--- config.mk ---
export PLATFORM = sky130hd
export DESIGN_NAME = ysyx_22041412_mem_responder
export DESIGN_NICKNAME = d
export VERILOG_FILES = /design/src/rtl/ysyx_22041412_mem_responder.sv
export SDC_FILE = /design/constraint.sdc
export NUM_CORES = 1
export LEC_CHECK = 0
export BUFFER_PORTS_ARGS = -buffer_cell sky130_fd_sc_hd__buf_2
export CAP_MARGIN = 20
export CORE_ASPECT_RATIO = 1.75
export CORE_MARGIN = 4
export CORE_UTILIZATION = 30
export CTS_BUF_LIST = sky130_fd_sc_hd__clkbuf_8
export CTS_CLUSTER_SIZE = 10
export DETAILED_ROUTE_END_ITERATION = 8
export PLACE_DENSITY = 0.64
export RECOVER_POWER = 25
export SLEW_MARGIN = 10
export SYNTH_ARGS = -nofsm -noshare
export SYNTH_HDL_FRONTEND = slang
export SYNTH_SLANG_ARGS = --single-unit
export TNS_END_PERCENT = 50
--- constraint.sdc ---
create_clock -name clk -period 6.4 [get_ports clk]
set_clock_uncertainty 0.2 [all_clocks]
set_input_delay 1.6 -clock clk [delete_from_list [all_inputs] [get_ports clk]]
set_output_delay 1.6 -clock clk [all_outputs]
set_load 0.05 [all_outputs]
--- src/rtl/ysyx_22041412_mem_responder.sv ---
// rtl/ysyx_22041412_mem_responder.sv - burst responder between the cache refill/write-back channel and a 1-cycle SRAM
module ysyx_22041412_mem_responder #(
  parameter int ADDR_WIDTH  = 32,
  parameter int DATA_WIDTH  = 64,
  parameter int SRAM_AW     = 16,
  parameter int WAIT_CYCLES = 2
) (
  input  logic                  clk,
  input  logic                  rst,
  input  logic                  r_valid_i,
  input  logic [ADDR_WIDTH-1:0] r_addr_i,
  input  logic [7:0]            r_len_i,
  output logic                  r_ready_o,
  output logic                  r_last_o,
  output logic [DATA_WIDTH-1:0] r_data_o,
  input  logic                  w_valid_i,
  input  logic [ADDR_WIDTH-1:0] w_addr_i,
  input  logic [7:0]            w_len_i,
  input  logic [2:0]            w_size_i,
  input  logic [DATA_WIDTH-1:0] w_data_i,
  output logic                  w_ready_o,
  output logic                  w_last_o,
  output logic                  busy_o,
  output logic                  sram_en_o,
  output logic                  sram_we_o,
  output logic [SRAM_AW-1:0]    sram_addr_o,
  output logic [DATA_WIDTH-1:0] sram_wdata_o,
  output logic [7:0]            sram_wmask_o,
  input  logic [DATA_WIDTH-1:0] sram_rdata_i
);

  typedef enum logic [2:0] {
    IDLE   = 3'd0,
    RWAIT  = 3'd1,
    RBURST = 3'd2,
    WWAIT  = 3'd3,
    WBEAT  = 3'd4,
    WGAP   = 3'd5,
    DONE   = 3'd6
  } state_t;

  localparam logic [3:0]            WAIT_LD    = 4'(WAIT_CYCLES);
  localparam logic [ADDR_WIDTH-1:0] BEAT_BYTES = ADDR_WIDTH'(8);
  localparam logic [ADDR_WIDTH-1:0] ALIGN_MASK = ~(ADDR_WIDTH'(7));

  state_t                state;
  logic [ADDR_WIDTH-1:0] cur_addr;   // byte address of the beat being issued
  logic [ADDR_WIDTH-1:0] nxt_addr;
  logic [7:0]            len_q;
  logic [7:0]            beat_cnt;
  logic [2:0]            size_q;
  logic [2:0]            off_q;      // original byte offset, only meaningful for single-beat writes
  logic [3:0]            wait_cnt;

  // Write-beat setup is shared by the IDLE (no wait), WWAIT and WGAP paths;
  // in IDLE the request has not been latched yet, so take it straight from the inputs.
  logic [7:0]            wr_src_len;
  logic [7:0]            wr_src_cnt;
  logic [2:0]            wr_src_size;
  logic [2:0]            wr_src_off;
  logic [SRAM_AW-1:0]    wr_idx_nxt;
  logic [7:0]            wr_mask_nxt;
  logic [DATA_WIDTH-1:0] wr_data_nxt;
  logic                  wr_last_nxt;

  // Byte mask for a write beat: full for bursts, size-wide and offset-shifted for singles.
  // Shifting an 8-bit mask naturally drops lanes past byte 7.
  function automatic logic [7:0] lane_mask(input logic [7:0] len, input logic [2:0] size,
                                           input logic [2:0] off);
    logic [7:0] m;
    case (size)
      3'b000:  m = 8'h01;
      3'b001:  m = 8'h03;
      3'b010:  m = 8'h0F;
      default: m = 8'hFF;
    endcase
    m = m << off;
    if (len != 8'd0) m = 8'hFF;
    return m;
  endfunction

  // Single-beat writes carry their data in the low lanes; move it to the addressed lanes.
  function automatic logic [DATA_WIDTH-1:0] lane_data(input logic [DATA_WIDTH-1:0] d,
                                                      input logic [7:0] len,
                                                      input logic [2:0] off);
    return (len == 8'd0) ? (d << {off, 3'b000}) : d;
  endfunction

  assign nxt_addr = cur_addr + BEAT_BYTES;
  assign busy_o   = (state != IDLE);
  // Read data comes straight out of the SRAM's output register; zero it outside read beats.
  assign r_data_o = r_ready_o ? sram_rdata_i : '0;

  // Select the source of the next write beat (live request in IDLE, latched request otherwise)
  always_comb begin
    wr_src_len  = len_q;
    wr_src_cnt  = beat_cnt;
    wr_src_size = size_q;
    wr_src_off  = off_q;
    wr_idx_nxt  = cur_addr[SRAM_AW+2:3];
    if (state == IDLE) begin
      wr_src_len  = w_len_i;
      wr_src_cnt  = 8'd0;
      wr_src_size = w_size_i;
      wr_src_off  = w_addr_i[2:0];
      wr_idx_nxt  = w_addr_i[SRAM_AW+2:3];
    end
    wr_mask_nxt = lane_mask(wr_src_len, wr_src_size, wr_src_off);
    wr_data_nxt = lane_data(w_data_i, wr_src_len, wr_src_off);
    wr_last_nxt = (wr_src_cnt == wr_src_len);
  end

  // Request FSM; every output is registered and describes the coming cycle
  always_ff @(posedge clk or posedge rst) begin
    if (rst) begin
      state        <= IDLE;
      cur_addr     <= '0;
      len_q        <= '0;
      size_q       <= '0;
      off_q        <= '0;
      beat_cnt     <= '0;
      wait_cnt     <= '0;
      r_ready_o    <= 1'b0;
      r_last_o     <= 1'b0;
      w_ready_o    <= 1'b0;
      w_last_o     <= 1'b0;
      sram_en_o    <= 1'b0;
      sram_we_o    <= 1'b0;
      sram_addr_o  <= '0;
      sram_wdata_o <= '0;
      sram_wmask_o <= '0;
    end else begin
      // Handshakes and SRAM strobes are single-cycle unless a state re-arms them.
      r_ready_o    <= 1'b0;
      r_last_o     <= 1'b0;
      w_ready_o    <= 1'b0;
      w_last_o     <= 1'b0;
      sram_en_o    <= 1'b0;
      sram_we_o    <= 1'b0;
      sram_addr_o  <= '0;
      sram_wdata_o <= '0;
      sram_wmask_o <= '0;

      case (state)
        IDLE: begin
          beat_cnt <= 8'd0;
          wait_cnt <= WAIT_LD;
          if (w_valid_i) begin
            // write-back goes first so a refill never reads stale lines
            cur_addr <= w_addr_i & ALIGN_MASK;
            len_q    <= w_len_i;
            size_q   <= w_size_i;
            off_q    <= w_addr_i[2:0];
            if (WAIT_CYCLES != 0) begin
              state <= WWAIT;
            end else begin
              state        <= WBEAT;
              w_ready_o    <= 1'b1;
              w_last_o     <= wr_last_nxt;
              sram_en_o    <= 1'b1;
              sram_we_o    <= 1'b1;
              sram_addr_o  <= wr_idx_nxt;
              sram_wdata_o <= wr_data_nxt;
              sram_wmask_o <= wr_mask_nxt;
            end
          end else if (r_valid_i) begin
            cur_addr <= r_addr_i & ALIGN_MASK;
            len_q    <= r_len_i;
            size_q   <= 3'b011;
            off_q    <= r_addr_i[2:0];
            if (WAIT_CYCLES != 0) begin
              state <= RWAIT;
            end else begin
              state       <= RBURST;
              sram_en_o   <= 1'b1;
              sram_addr_o <= r_addr_i[SRAM_AW+2:3];
            end
          end
        end

        RWAIT: begin
          if (wait_cnt <= 4'd1) begin
            state       <= RBURST;
            sram_en_o   <= 1'b1;
            sram_addr_o <= cur_addr[SRAM_AW+2:3];
          end else begin
            wait_cnt <= wait_cnt - 4'd1;
          end
        end

        RBURST: begin
          // The read issued this cycle returns next cycle as a ready beat.
          r_ready_o <= 1'b1;
          r_last_o  <= (beat_cnt == len_q);
          if (beat_cnt == len_q) begin
            state <= DONE;
          end else begin
            beat_cnt    <= beat_cnt + 8'd1;
            cur_addr    <= nxt_addr;
            sram_en_o   <= 1'b1;
            sram_addr_o <= nxt_addr[SRAM_AW+2:3];
          end
        end

        WWAIT: begin
          if (wait_cnt <= 4'd1) begin
            state        <= WBEAT;
            w_ready_o    <= 1'b1;
            w_last_o     <= wr_last_nxt;
            sram_en_o    <= 1'b1;
            sram_we_o    <= 1'b1;
            sram_addr_o  <= wr_idx_nxt;
            sram_wdata_o <= wr_data_nxt;
            sram_wmask_o <= wr_mask_nxt;
          end else begin
            wait_cnt <= wait_cnt - 4'd1;
          end
        end

        WBEAT: begin
          if (beat_cnt == len_q) begin
            state <= DONE;
          end else begin
            state    <= WGAP;
            beat_cnt <= beat_cnt + 8'd1;
            cur_addr <= nxt_addr;
          end
        end

        WGAP: begin
          // requester has presented the next beat's data by now
          state        <= WBEAT;
          w_ready_o    <= 1'b1;
          w_last_o     <= wr_last_nxt;
          sram_en_o    <= 1'b1;
          sram_we_o    <= 1'b1;
          sram_addr_o  <= wr_idx_nxt;
          sram_wdata_o <= wr_data_nxt;
          sram_wmask_o <= wr_mask_nxt;
        end

        DONE: begin
          state <= IDLE;
        end

        default: begin
          state <= IDLE;
        end
      endcase
    end
  end

endmodule

==> metrics.cfg, run 1 <==
[status]
status = complete, but fails checks
violations = max-capacitance violations, max-slew violations

[clock_network]
cts_tree = built
cts_buffer_depth = 2
root_buffer = clkbuf_8
clkSinkCount = 138
htreeDepth = 4
post_cts_resized = 0
path_clk_slew_ps = 100
postCtsHoldBufs = 0
cts_buffers = 17
worstSkewPairLatency_ps = 480
cts_setup_buffers = 0

[route]
wl_um = 34870
vias_per_cell = 5.367
wl_per_cell_um = 20.69
firstDrtPassIters = 5
drt_iter0_drc = 472
drc = 0
vias = 9044
ant_nets = 0

[synth]
yosysTopAreaCellShare_pct = 40.94
syn_nets = 1198
syn_avg_cell_area_um2 = 8.617
synthTopCellsByCount = 149 x nand2_1, 138 x dfrtp_1, 82 x o21ai_0
synth_top_area_cell = dfrtp_1
ys_types = 58
yosysWarnings = 0
yosysSeqAreaShare_pct = 40.94
syn_area_um2 = 8436
synth_enable_flop_cells = 0
netlist_top_cells_area = dfrtp_1 41%, mux2i_1 6.9%, nand2_1 6.6%, and2_1 5.6%, o21ai_0 4.9%
syn_inst = 979
synth-seq-cells = 138
synthArstFlopShare_pct = 100.0
synth_flop_cell = dfrtp_1
post-synth-top-count-cell = nand2_1

[timing]
tightest_slew_ps = 1971
hold_viol = 0
tns_ps = 0
fmax_ghz = 0.2260
rsz0062_at_grt = no
max_slew_margin_pct = -31.38
maxSlewViolCount = 86
period_needed_ps = 4425
setup_viol = 0
timing.final.crit_share_pct = 69.14
timing.hold.ws_ps = 318.6

[worst_setup_path]
critPathBufInv = 2
worst_path_max_delay_cell = nor3_4
critPathKind = flop to output port
slowest_delay_ps = 670
path_cells = nor3_4, inv_1, buf_2
arrival_ps = 2630
endpoint_kind = output port
reg2reg_depth = 8
crit_path_max_fanout = 14
crit_cells = 3
critical_path_required_ps = 4600
start_kind = flop
critical-path-top-delay-family = buffers and inverters

[floorplanning]
die_w_um = 134.8
io_pins = 374
fp.dieArea_um2 = 30970
core_um2 = 27870
rows = 81
die_h_um = 229.8
initial_core_util_pct = 30.27

[pwr]
p_per_area_nw_per_um2 = 529.5
vdd_drop_max_uv = 252.7
power_leakage_nw = 5.373
finalPower_mw = 5.770

[global_routing]
grtUsageTotal_pct = 21.91
grt_pass1_wl_um = 51860
grt_max_degree = 98
grt_overflow_total = 0
first_global_vias = 8875
antenna_found_initial = 16

[layout]
multi_input_area_um2 = 4646
area_growth_pct = 29.18
seq_area_um2 = 3453
drive_gt1_share_pct = 32.57
fill_cells = 2798
finalNetCount = 1508

[min_path]
min_path_cells = 1
min_path_type = flop to flop

[place]
port_buffers = 347
hpwl_um = 26300
place.gp.congestion = 0.8891

[run]
maxCapViolCount = 2

-- area by class of cell --
type | count | area share, %
clock inverter | 15 | 1.401
timing repair buffer | 364 | 17.22
multi-input combinational | 758 | 42.63
antenna | 10 | 0.2296
sequential | 138 | 31.69
inverter | 10 | 0.3904
tap | 373 | 4.283
clock buffer | 17 | 2.147
-- where the power goes --
part	leakage (nW)	switching (mW)	internal (mW)	total, mW
clock network	0.196	0.422	0.292	0.714
logic	3.36	2.60	1.08	3.68
registers	1.81	0.239	1.14	1.38
total	5.37	3.26	2.51	5.77
-- metrics by stage --
step           worst slack [ps]  utilization (%)  std cells  instance area (µm²)
6_report                   1975            39.10       1685                10900
5_1_grt                    1778            39.07       1682                10890
4_1_cts                    1839            39.01       1673                10870
3_5_place_dp               2074            37.62       1641                10490
3_3_place_gp               2083            37.47       1639                10440
2_1_floorplan             903.8                -        979                 8436
-- worst paths after layout --
path	start	endpoint	slack [ps]
worst min register to register	size_q[1]	size_q[1]	320
min in group asynchronous	rst	sram_wdata_o[3]	1100
worst min-delay path	size_q[1]	size_q[1]	320
worst max-delay path	state[0]	busy_o	1970
worst max register to register	state[2]	cur_addr[5]	2160
max in group asynchronous	rst	len_q[0]	3710
-- cells in the final DEF (no fill, tap or decap), types with 9 or more instances in the layout --
master / instances
a21oi_1: 63
a22oi_1: 18
a32o_1: 19
and2_1: 75
buf_2: 347
buf_4: 11
clkbuf_8: 17
dfrtp_1: 138
diode_2: 10
inv_1: 9
mux2_2: 14
mux2i_1: 55
nand2_1: 149
nand2b_1: 10
nand3_1: 38
nand4_1: 12
nor2_1: 64
nor3_1: 13
o21ai_0: 80
o22ai_1: 30
o31ai_1: 14
xnor2_1: 12
-- logic make-up after synthesis --
group / share of synthesized area [%]
buffers and inverters: 4.643
adder cells (fa/ha/maj): 0.5933
AND/OR/NAND/NOR: 21.68
multiplexers: 9.374
XOR/XNOR: 1.350
AO/OA/AOI/OAI: 21.42
flip-flops: 40.94
-- sequential cells by signal (all words and copies together) (netlist names) --
| signal | flops |
|---|---|
| sram_addr_o | 16 |
| r_ready_o | 1 |
| r_last_o | 1 |
| sram_wmask_o | 8 |
| cur_addr | 16 |
| wait_cnt | 4 |
| sram_wdata_o | 64 |
| state | 3 |
| off_q | 3 |
| w_last_o | 1 |
| sram_we_o | 1 |
| size_q | 3 |
| beat_cnt | 8 |
| sram_en_o | 1 |
| len_q | 8 |
-- routing by layer --
metal	vias to the layer above	GRT usage, %	part of all wire, %
met5	-	0	0.14
met4	10	14.75	4.9
met3	91	7.312	9.5
met2	515	39.16	53
met1	4274	20.87	32
li1	4154	-	-
No activity file was read; power rests on OpenSTA's default activity.
==> inputs of run 2 (changes only) <==
--- a/config.mk
+++ b/config.mk
@@ -13,7 +13,7 @@
 export CTS_BUF_LIST = sky130_fd_sc_hd__clkbuf_8
 export CTS_CLUSTER_SIZE = 10
 export DETAILED_ROUTE_END_ITERATION = 8
-export PLACE_DENSITY = 0.64
+export PLACE_DENSITY = 0.66
 export RECOVER_POWER = 25
 export SLEW_MARGIN = 10
 export SYNTH_ARGS = -nofsm -noshare
==> constraint.sdc (replaced) <==
create_clock -name clk -period 3.69 [get_ports clk]
set_clock_uncertainty 0.2 [all_clocks]
set_input_delay 0.9225 -clock clk [delete_from_list [all_inputs] [get_ports clk]]
set_output_delay 0.9225 -clock clk [all_outputs]
set_load 0.05 [all_outputs]
==> run 2 against run 1 <==
Against the previous run:
- the flow still finishes with violations (max-capacitance violations, max-slew violations)
- largest power group unchanged
- core utilization rose by 0.47 points
- sequential power rose by 68%
- cell count rose by 0.95%
- routed wire length fell by 2.7%
- sequential share of layout area fell by 0.37 points
- worst hold slack improved by 7.3 ps
- cell area rose by 1.2%
==> metrics.cfg, run 2 (synthesis gave the netlist of run 1 again) <==
[layout]
largest_register_ffs = 64  ; unchanged
area_growth_pct = 30.72
fin_util_pct = 39.56  ; +0.47 points
final_cell_mix = 347 x buf_2, 149 x nand2_1, 138 x dfrtp_1, 80 x o21ai_0, 75 x and2_1
drive_gt1_share_pct = 33.66  ; +1.1 points
regMostFlops = sram_wdata_o
finalNetCount = 1528  ; +1.3%
final_common_cell = buf_2
reg.largest.list = sram_wdata_o x64, cur_addr x16, sram_addr_o x16

[worst_setup_path]
reg2reg_depth = 7  ; -1
rr_startpoint = state[1]
arrival_ps = 2090  ; -540 ps
crit_path_max_fanout = 18  ; +4
endpoint_kind = output port
cp-startpoint = state[1]
critPathKind = flop to output port
critical_path_required_ps = 2570  ; -2030 ps
start_kind = flop

[place]
port_buffers = 347  ; unchanged
place.gp.congestion = 0.9304  ; +4.6%
hpwl_um = 26420  ; +0.48%

[global_routing]
grt_overflow_total = 0  ; unchanged
first_global_vias = 8883  ; +0.090%
grtUsageTotal_pct = 21.22  ; -0.69 points
grt_max_degree = 66  ; -33%
antenna_found_initial = 14  ; -2
grt_pass1_wl_um = 50600  ; -2.4%

[timing]
timing.hold.ws_ps = 325.9  ; +7.349 ps
rsz0062_at_grt = no
setup_viol = 0  ; unchanged
timing.final.crit_share_pct = 87.16
fmax_ghz = 0.3109
period_needed_ps = 3216
tns_ps = 0  ; unchanged
tightest_slew_ps = 1749  ; -221.9 ps
max_slew_margin_pct = -17.23  ; +14 points
maxSlewViolCount = 38  ; -56%
hold_viol = 0  ; unchanged

[pwr]
power_leakage_nw = 5.458  ; +1.6%
vdd_drop_max_uv = 470.4  ; +86%
switching_share_pct = 56.14  ; -0.40 points
switchingPower_mw = 5.660  ; +73%
sequentialPowerShare_pct = 23.0  ; -0.9 points
finalPower_mw = 10.08  ; +75%
clock_power_share_pct = 12.4  ; about the same
combPwrFrac_pct = 64.6  ; +0.9 points
p_int_mw = 4.422  ; +76%
p_per_area_nw_per_um2 = 914.3  ; +73%

[clock_network]
cts_setup_buffers = 0  ; unchanged
clkSinkCount = 138  ; unchanged
worstSkewPairLatency_ps = 480  ; about the same
cts_tree = built
postCtsHoldBufs = 0  ; unchanged
path_clk_slew_ps = 100  ; about the same
post_cts_resized = 0  ; unchanged
htreeDepth = 4  ; unchanged
cts_buffer_depth = 2  ; unchanged
cts_buffers = 17  ; unchanged
root_buffer = clkbuf_8

[status]
violations = max-capacitance violations, max-slew violations
status = complete, but fails checks

[floorplanning]
die_h_um = 229.8  ; unchanged
fp.dieArea_um2 = 30970  ; unchanged
rows = 81  ; unchanged
core_um2 = 27870  ; unchanged
initial_core_util_pct = 30.27  ; unchanged
io_pins = 374  ; unchanged
die_w_um = 134.8  ; unchanged

[route]
wl_per_cell_um = 19.95  ; -3.6%
wl_um = 33930  ; -2.7%
firstDrtPassIters = 5  ; unchanged
drc = 0  ; unchanged
ant_nets = 0  ; unchanged
drt_iter0_drc = 574  ; +22%
vias_per_cell = 5.305  ; -1.2%
vias = 9023  ; -0.23%

[min_path]
min_from = size_q[1]
min_path_cells = 1  ; unchanged
min_path_type = flop to flop

[run]
maxCapViolCount = 1  ; -1

run 2: cell count changes in the layout (fill, tap and decap cells not counted), moves of 2 or more:
cell,previous run,this run
clkinv_4,3,1
buf_12,0,2
buf_4,11,30
diode_2,10,6
run 2: critical path: stages, from the launching register on:
cell     delay (ps)
dfrtp_1         480
nor3_4          200
buf_4           330
inv_1           130
buf_4           220
buf_2           230
run 2: routing by layer:
| metal | global-route usage [%] | routed length, µm | up-vias | share of wire, % |
|---|---|---|---|---|
| li1 | - | - | 4200 | - |
| met1 | 21.55 | 11540 | 4276 | 34 |
| met2 | 39.22 | 18440 | 464 | 54 |
| met3 | 5.342 | 2719 | 77 | 8.0 |
| met4 | 11.08 | 1179 | 6 | 3.5 |
| met5 | 0 | 45 | - | 0.13 |
run 2: cell type report:
| class | instances | area, µm² |
|---|---|---|
| Sequential cell | 138 | 3453 |
| Clock buffer | 17 | 234.0 |
| Multi-Input combinational cell | 758 | 4646 |
| Timing Repair Buffer | 384 | 2022 |
| Tap cell | 373 | 466.7 |
| Clock inverter | 15 | 151.4 |
| Inverter | 10 | 38.79 |
| Fill cell | 2803 | 16840 |
| Antenna cell | 6 | 15.01 |
run 2: path summary, 6_finish.rpt:
path	slack, ps	to
worst max-delay path	470	busy_o
max in group asynchronous	840	cur_addr[9]
min in group asynchronous	660	sram_wdata_o[58]
worst min register to register	330	size_q[1]
worst min-delay path	330	size_q[1]
worst max register to register	680	sram_wdata_o[49]
run 2: stage by stage:
step	cell area [µm²]	std cells	setup WS [ps]
2_1_floorplan	8439	979	846.4
3_3_place_gp	10660	1663	549.6
3_5_place_dp	10660	1663	527.7
4_1_cts	11040	1695	418.4
5_1_grt	11020	1698	370.2
6_report	11030	1701	473.7
run 2: power by group through the flow:
stage | sequential, mW | clock, mW | combinational [mW]
2_1_floorplan | 3.09 | 0 | 4.04
3_3_place_gp | 2.34 | 0 | 6.42
3_5_place_dp | 2.34 | 0 | 6.51
4_1_cts | 2.32 | 1.29 | 6.52
5_1_grt | 2.38 | 1.34 | 7.02
6_report | 2.32 | 1.25 | 6.51
